[config.mk]
export PLATFORM = sky130hd
export DESIGN_NAME = h2f_serial_tx
export DESIGN_NICKNAME = d
export VERILOG_FILES = /design/src/rtl/h2f_serial_tx.sv
export SDC_FILE = /design/constraint.sdc
export NUM_CORES = 1
export LEC_CHECK = 0
export BUFFER_PORTS_ARGS = -buffer_cell sky130_fd_sc_hd__buf_4
export CORE_MARGIN = 2
export CORE_UTILIZATION = 60
export DETAILED_ROUTE_END_ITERATION = 7
export GPL_TIMING_DRIVEN = 0
export PLACE_DENSITY = 0.76
export SLEW_MARGIN = 20
export SYNTH_ARGS = -nofsm -noshare
export SYNTH_HDL_FRONTEND = slang
export SYNTH_SLANG_ARGS = --single-unit
[constraint.sdc]
create_clock -name clk_clk -period 6.2 [get_ports clk_clk]
set_input_delay 0.62 -clock clk_clk [delete_from_list [all_inputs] [get_ports clk_clk]]
set_output_delay 0.62 -clock clk_clk [all_outputs]
set_load 0.02 [all_outputs]
[src/rtl/h2f_serial_tx.sv]
// Avalon-MM fed FIFO drained onto a UART-style LSB-first serial line; DATA write to start bit is 2 cycles, readdata 1 cycle.
// No waitrequest: writes to a full FIFO are dropped and flagged in the sticky ovf bit.
module h2f_serial_tx #(
    parameter int DATA_W      = 32,
    parameter int FIFO_DEPTH  = 16,
    parameter int DIV_DEFAULT = 49
) (
    input  logic              clk_clk,
    input  logic              reset_reset,
    input  logic [1:0]        avs_address,
    input  logic              avs_write,
    input  logic [DATA_W-1:0] avs_writedata,
    input  logic              avs_read,
    output logic [DATA_W-1:0] avs_readdata,
    output logic              signal_tx,
    output logic              tx_busy,
    output logic              irq
);
    localparam int PW = $clog2(FIFO_DEPTH);
    localparam int LW = PW + 1;
    localparam int IW = $clog2(DATA_W);

    typedef enum logic [1:0] {IDLE, START, DATA, STOP} state_t;

    state_t            state, state_n;
    logic [DATA_W-1:0] mem [FIFO_DEPTH];
    logic [PW-1:0]     wr_ptr, rd_ptr;
    logic [LW-1:0]     level;
    logic              ovf, en, ie;
    logic [15:0]       div, timer;
    logic [DATA_W-1:0] shift;
    logic [IW-1:0]     idx;
    logic              fifo_empty, fifo_full;
    logic              wr_data, push_ok, push_drop, pop, bit_end;
    logic [31:0]       rd_mux;

    assign fifo_empty = (level == '0);
    assign fifo_full  = (level == LW'(FIFO_DEPTH));
    assign wr_data    = avs_write && (avs_address == 2'd0);
    // A pop in the same cycle frees a slot, so a full FIFO can still accept.
    assign push_ok    = wr_data && (!fifo_full || pop);
    assign push_drop  = wr_data && !push_ok;
    assign bit_end    = (timer == 16'd0);

    always_comb begin
        state_n = state;
        pop     = 1'b0;
        case (state)
            IDLE: begin
                if (en && !fifo_empty) begin
                    pop     = 1'b1;
                    state_n = START;
                end
            end
            START: begin
                if (bit_end) state_n = DATA;
            end
            DATA: begin
                if (bit_end && idx == IW'(DATA_W - 1)) state_n = STOP;
            end
            STOP: begin
                if (bit_end) begin
                    if (en && !fifo_empty) begin
                        pop     = 1'b1;
                        state_n = START;
                    end else begin
                        state_n = IDLE;
                    end
                end
            end
            default: state_n = IDLE;
        endcase
    end

    always_ff @(posedge clk_clk) begin
        if (reset_reset) begin
            state <= IDLE;
            timer <= 16'd0;
            shift <= '0;
            idx   <= '0;
        end else begin
            state <= state_n;
            // Timer reloads from the live DIV at every bit boundary.
            if (pop) begin
                timer <= div;
            end else if (state != IDLE) begin
                timer <= bit_end ? div : timer - 16'd1;
            end
            if (pop) begin
                shift <= mem[rd_ptr];
            end else if (state == DATA && bit_end) begin
                shift <= shift >> 1;
            end
            if (state == START && bit_end) begin
                idx <= '0;
            end else if (state == DATA && bit_end) begin
                idx <= idx + 1'b1;
            end
        end
    end

    always_ff @(posedge clk_clk) begin
        if (push_ok) mem[wr_ptr] <= avs_writedata;
    end

    always_ff @(posedge clk_clk) begin
        if (reset_reset) begin
            wr_ptr <= '0;
            rd_ptr <= '0;
            level  <= '0;
            ovf    <= 1'b0;
            en     <= 1'b0;
            ie     <= 1'b0;
            div    <= 16'(DIV_DEFAULT);
        end else begin
            if (push_ok) wr_ptr <= wr_ptr + 1'b1;
            if (pop)     rd_ptr <= rd_ptr + 1'b1;
            level <= level + LW'(push_ok) - LW'(pop);
            if (push_drop) begin
                ovf <= 1'b1;
            end else if (avs_write && avs_address == 2'd1 && avs_writedata[3]) begin
                ovf <= 1'b0;
            end
            if (avs_write && avs_address == 2'd2) begin
                en <= avs_writedata[0];
                ie <= avs_writedata[1];
            end
            if (avs_write && avs_address == 2'd3) begin
                div <= 16'(avs_writedata);
            end
        end
    end

    always_comb begin
        rd_mux = 32'd0;
        case (avs_address)
            2'd1:    rd_mux = {16'd0, 8'(level), 4'd0, ovf, fifo_full, fifo_empty, tx_busy};
            2'd2:    rd_mux = {30'd0, ie, en};
            2'd3:    rd_mux = {16'd0, div};
            default: rd_mux = 32'd0;
        endcase
    end

    // Registered from pre-write state, so a same-cycle write is not visible.
    always_ff @(posedge clk_clk) begin
        if (reset_reset) begin
            avs_readdata <= '0;
        end else if (avs_read) begin
            avs_readdata <= DATA_W'(rd_mux);
        end
    end

    assign tx_busy   = (state != IDLE);
    assign signal_tx = (state == START) ? 1'b0 :
                       (state == DATA)  ? shift[0] : 1'b1;
    assign irq       = ie && fifo_empty && !tx_busy;

endmodule
==> impl_summary.txt <==
----------------------------------------------------
[Clock tree]
  Post-CTS Resized ... 0
  Clock tree from TritonCTS ... yes
  Post-CTS Hold Fix Bufs ... 0
  Total clock sinks ... 619
  Clock Path Buffers ... 3
  Postcts setup bufs ... 0
  CTS buffer count ... 59
  Clock-pin slew reported for the worst setup and hold paths after clock tree synthesis ... 0.07 ns
  Buffer type at the clock tree root ... sky130_fd_sc_hd__clkbuf_16
  Worst skew pair latency ... 0.62 ns
  Depth of the CTS H-tree ... 2

[Synthesis]
  Synthesized-area fraction occupied by xor and xnor cells ... 0.142%
  Simple-gate area share of the yosys netlist ... 4.44%
  Distinct cell type count after synthesis ... 60
  Combinational family with the most area after synthesis ... multiplexers
  Sequential-to-total area share from yosys stat ... 71.0%
  Yosys Warn Count ... 0
  Flip-flop and latch count after synthesis ... 619
  Most used flip-flop cell after synthesis ... sky130_fd_sc_hd__edfxtp_1
  Post-synth ARST share ... 0%
  Compound-cell area share of the yosys netlist ... 4.12%
  Mux cell area share after synthesis ... 16.3%
  Post-synthesis instance total ... 1373
  Post-synth design cell area ... 24700 sq um
  Number of enable-type register cells in the synthesized netlist ... 512
  Mean instance size in the synthesized netlist ... 18.0 sq um
  Area share of fa/ha/maj cells after synthesis ... 1.10%

[Detailed routing]
  Total wire length after detailed routing ... 58.7 mm
  Starting DRT DRC Count ... 1557
  Antenna violation net count after detailed routing ... 0
  Drt drc ... 0
  Number of vias in the routed layout ... 13600
  Vias/cell ... 6.46
  Routed length per instance ... 28.0 um
  Number of iterations in the first detailed-routing pass ... 5

[Floorplanning]
  Placeable core region ... 40700 sq um
  Effective utilization at floorplan ... 60.6%
  Die area ... 42800 sq um
  Number of placement rows ... 74
  Die Y-Extent ... 207 um
  Io pins ... 73
  Width of the die ... 207 um

[Timing]
  RSZ-0062 raised after global routing ... false
  Highest Clock Rate ... 258 MHz
  Setup violations, final ... 0
  Accumulated negative setup slack ... 0 ns
  Slew @ Worst Pin ... 1.04 ns
  Count of final max-slew check failures ... 0
  Clock period minus final worst setup slack ... 3.88 ns
  Final worst hold slack ... 0.296 ns
  Post-Route Skew ... 0.0212 ns
  Post-route fraction of the period consumed by the critical path ... 62.6%
  Headroom to the max-slew limit ... 30.5%
  Final setup margin ... 2.32 ns
  Hold Fails Final Rpt ... 0

[Cells and area]
  Sequential cell area in the final layout ... 17500 sq um
  Share of layout cells above drive strength 1 ... 25.3%
  Commonest cells after routing, fill and taps aside ... sky130_fd_sc_hd__edfxtp_1 (512), sky130_fd_sc_hd__mux4_2 (150), sky130_fd_sc_hd__dfxtp_1 (107), sky130_fd_sc_hd__buf_4 (74), sky130_fd_sc_hd__clkbuf_16 (59)
  Total of fill cells in the finished design ... 2542
  Antenna fix cells ... 0
  Final std cells w/o fill ... 2099
  Area of combinational cells with multiple inputs ... 6520 sq um
  Total number of nets in the final design ... 1577
  Most common cell after layout, fill and taps aside ... sky130_fd_sc_hd__edfxtp_1
  Layout area overhead ... 14.0%

[Power and ir drop]
  Total power divided by cell area ... 358 nW/um^2
  IR Drop Worst-Case VDD ... 0.315 mV
  Overall Power ... 10.1 mW
  Cell leakage power ... 9.48 nW

[Global route]
  Via count of the first global-routing pass ... 13700
  Gr usage total ... 28.5%
  Pin count of the biggest net entering global routing ... 33
  First-pass GRT wire length ... 86.8 mm
  Initial antenna violation count ... 0
  Grt ovf ... 0

[Placement]
  Number of buffer cells added on primary ports ... 55
  Detailed placer's ending HPWL ... 35.8 mm
  Pre-CTS worst setup slack ... 2.44 ns
  Final GP Congestion ... 0.863
  Cell total after placement ... 1989

[Setup path]
  Signal arrival time at the worst endpoint ... 4.41 ns
  Largest incremental delay on the critical path ... 0.51 ns
  Category of the worst setup path launch point ... flop
  Cell family contributing the most delay on the critical path ... simple AND/OR/NAND/NOR gates
  CP Data Required Time ... 6.73 ns
  Slowest cell on crit path ... sky130_fd_sc_hd__nor4b_1
  Critical path class ... flop to flop
  Count of buffering cells on the critical path with inverters included ... 6
  Maximum net fanout on the critical path ... 10
  Cell type with the highest occurrence count on the critical path ... sky130_fd_sc_hd__inv_1
  Critical path cell sequence ... inv_1, ha_1, nor4b_1, and4_1, a21oi_4, a21boi_1, buf_2, inv_1, ha_1, inv_1, ha_1, inv_1, fa_1, inv_1, a21oi_1, nor2_1, or3_1, a21oi_1
  Type of destination of the critical path ... flop

[Hold path]
  Hold Path Class ... input port to flop

[Flow run]
  Number of max-cap violations ... 0

[Outcome]
  Status ... finished, final reports clean

----------------------------------------------------
-- flip-flops by register name, indices dropped and copies added, names as in the netlist, named ones only --
signal,count
mem,512
shift,32
avs_readdata,16
div,16
timer,16
idx,5
level,5
rd_ptr,4
wr_ptr,4
state,2
en,1
ie,1
ovf,1
-- power by group --
part / internal (mW) / switching [mW] / leakage (nW) / total [mW]
clock network: 2.11 / 1.54 / 0.976 / 3.65
registers: 4.59 / 0.0918 / 5.47 / 4.68
logic: 0.665 / 1.08 / 3.03 / 1.74
-- logic make-up (layout without fill, tap and decap cells) --
group	count (synthesis)	after routing
fa+ha+maj	21	21
mux	212	212
flops	619	619
xor+xnor	4	4
buf+inv	146	325
compound gates	157	157
simple gates	213	213
other cells	1	16
-- routing by layer --
layer	share of wire [%]	global-route usage [%]	up-vias
met4	2.3	8.23	0
li1	-	-	5731
met5	0	0	-
met1	39	40.3	7003
met2	50	46.8	706
met3	8.8	4.58	112
-- per-stage QoR --
| stage | util [%] | cell area (sq um) |
|---|---|---|
| finish | 69.0 | 28100 |
| global route | 69.0 | 28100 |
| CTS | 69.0 | 28100 |
| detailed placement | 64.2 | 26100 |
| global placement | 63.3 | 25800 |
| floorplan | - | 24700 |
-- worst reg2reg max path: cells and delay by family, from the launching register on --
family | cells | cell delay [ns]
buffers and inverters | 6 | 0.65
DFF | 1 | 0.33
and+or+nand+nor | 4 | 1.23
adders and majority gates | 4 | 0.82
AOI/OAI and AO/OA | 4 | 0.77
-- worst paths after layout --
kind | cells after the start | slack [ns] | start | endpoint
worst max-delay path | 18 | 2.32 | timer[0] | level[4]
worst max register to register | 18 | 2.32 | timer[0] | level[4]
worst min register to register | 2 | 0.47 | avs_readdata[15] | avs_readdata[15]
worst min-delay path | 1 | 0.30 | avs_writedata[30] | mem[13][30]
-- final cells by class --
cell class	count	area share, %
timing repair buffer	69	2.55
clock buffer	74	5.67
tap	532	2.37
inverter	56	0.748
sequential	619	62.3
clock inverter	36	1.38
multi-input combinational	623	23.2
buffer	90	1.82
-- synthesized netlist by cell type (5+ instances only) --
cell type / count / area share, %
sky130_fd_sc_hd__mux4_2: 150 / 14
sky130_fd_sc_hd__buf_4: 19 / 0.58
sky130_fd_sc_hd__and2_1: 7 / 0.18
sky130_fd_sc_hd__mux2i_1: 54 / 2.2
sky130_fd_sc_hd__a211oi_1: 8 / 0.24
sky130_fd_sc_hd__nor3_1: 9 / 0.18
sky130_fd_sc_hd__dfxtp_1: 107 / 8.7
sky130_fd_sc_hd__mux2_2: 7 / 0.32
sky130_fd_sc_hd__ha_1: 20 / 1.0
sky130_fd_sc_hd__nand2b_1: 9 / 0.23
sky130_fd_sc_hd__nor2b_1: 16 / 0.41
sky130_fd_sc_hd__or3_1: 9 / 0.23
sky130_fd_sc_hd__inv_1: 56 / 0.85
sky130_fd_sc_hd__nor4_1: 5 / 0.13
sky130_fd_sc_hd__buf_2: 21 / 0.43
sky130_fd_sc_hd__a31oi_1: 6 / 0.15
sky130_fd_sc_hd__nand3_1: 21 / 0.43
sky130_fd_sc_hd__a221oi_1: 6 / 0.21
sky130_fd_sc_hd__buf_1: 10 / 0.15
sky130_fd_sc_hd__clkbuf_1: 30 / 0.46
sky130_fd_sc_hd__a21oi_1: 51 / 1.0
sky130_fd_sc_hd__buf_6: 10 / 0.46
sky130_fd_sc_hd__a22oi_1: 7 / 0.21
sky130_fd_sc_hd__o21ai_0: 21 / 0.43
sky130_fd_sc_hd__o22ai_1: 33 / 0.84
sky130_fd_sc_hd__nand2_1: 58 / 0.88
sky130_fd_sc_hd__nor2_1: 43 / 0.65
sky130_fd_sc_hd__edfxtp_1: 512 / 62
sky130_fd_sc_hd__and3_1: 15 / 0.38
No activity file was read; power rests on OpenSTA's default activity.
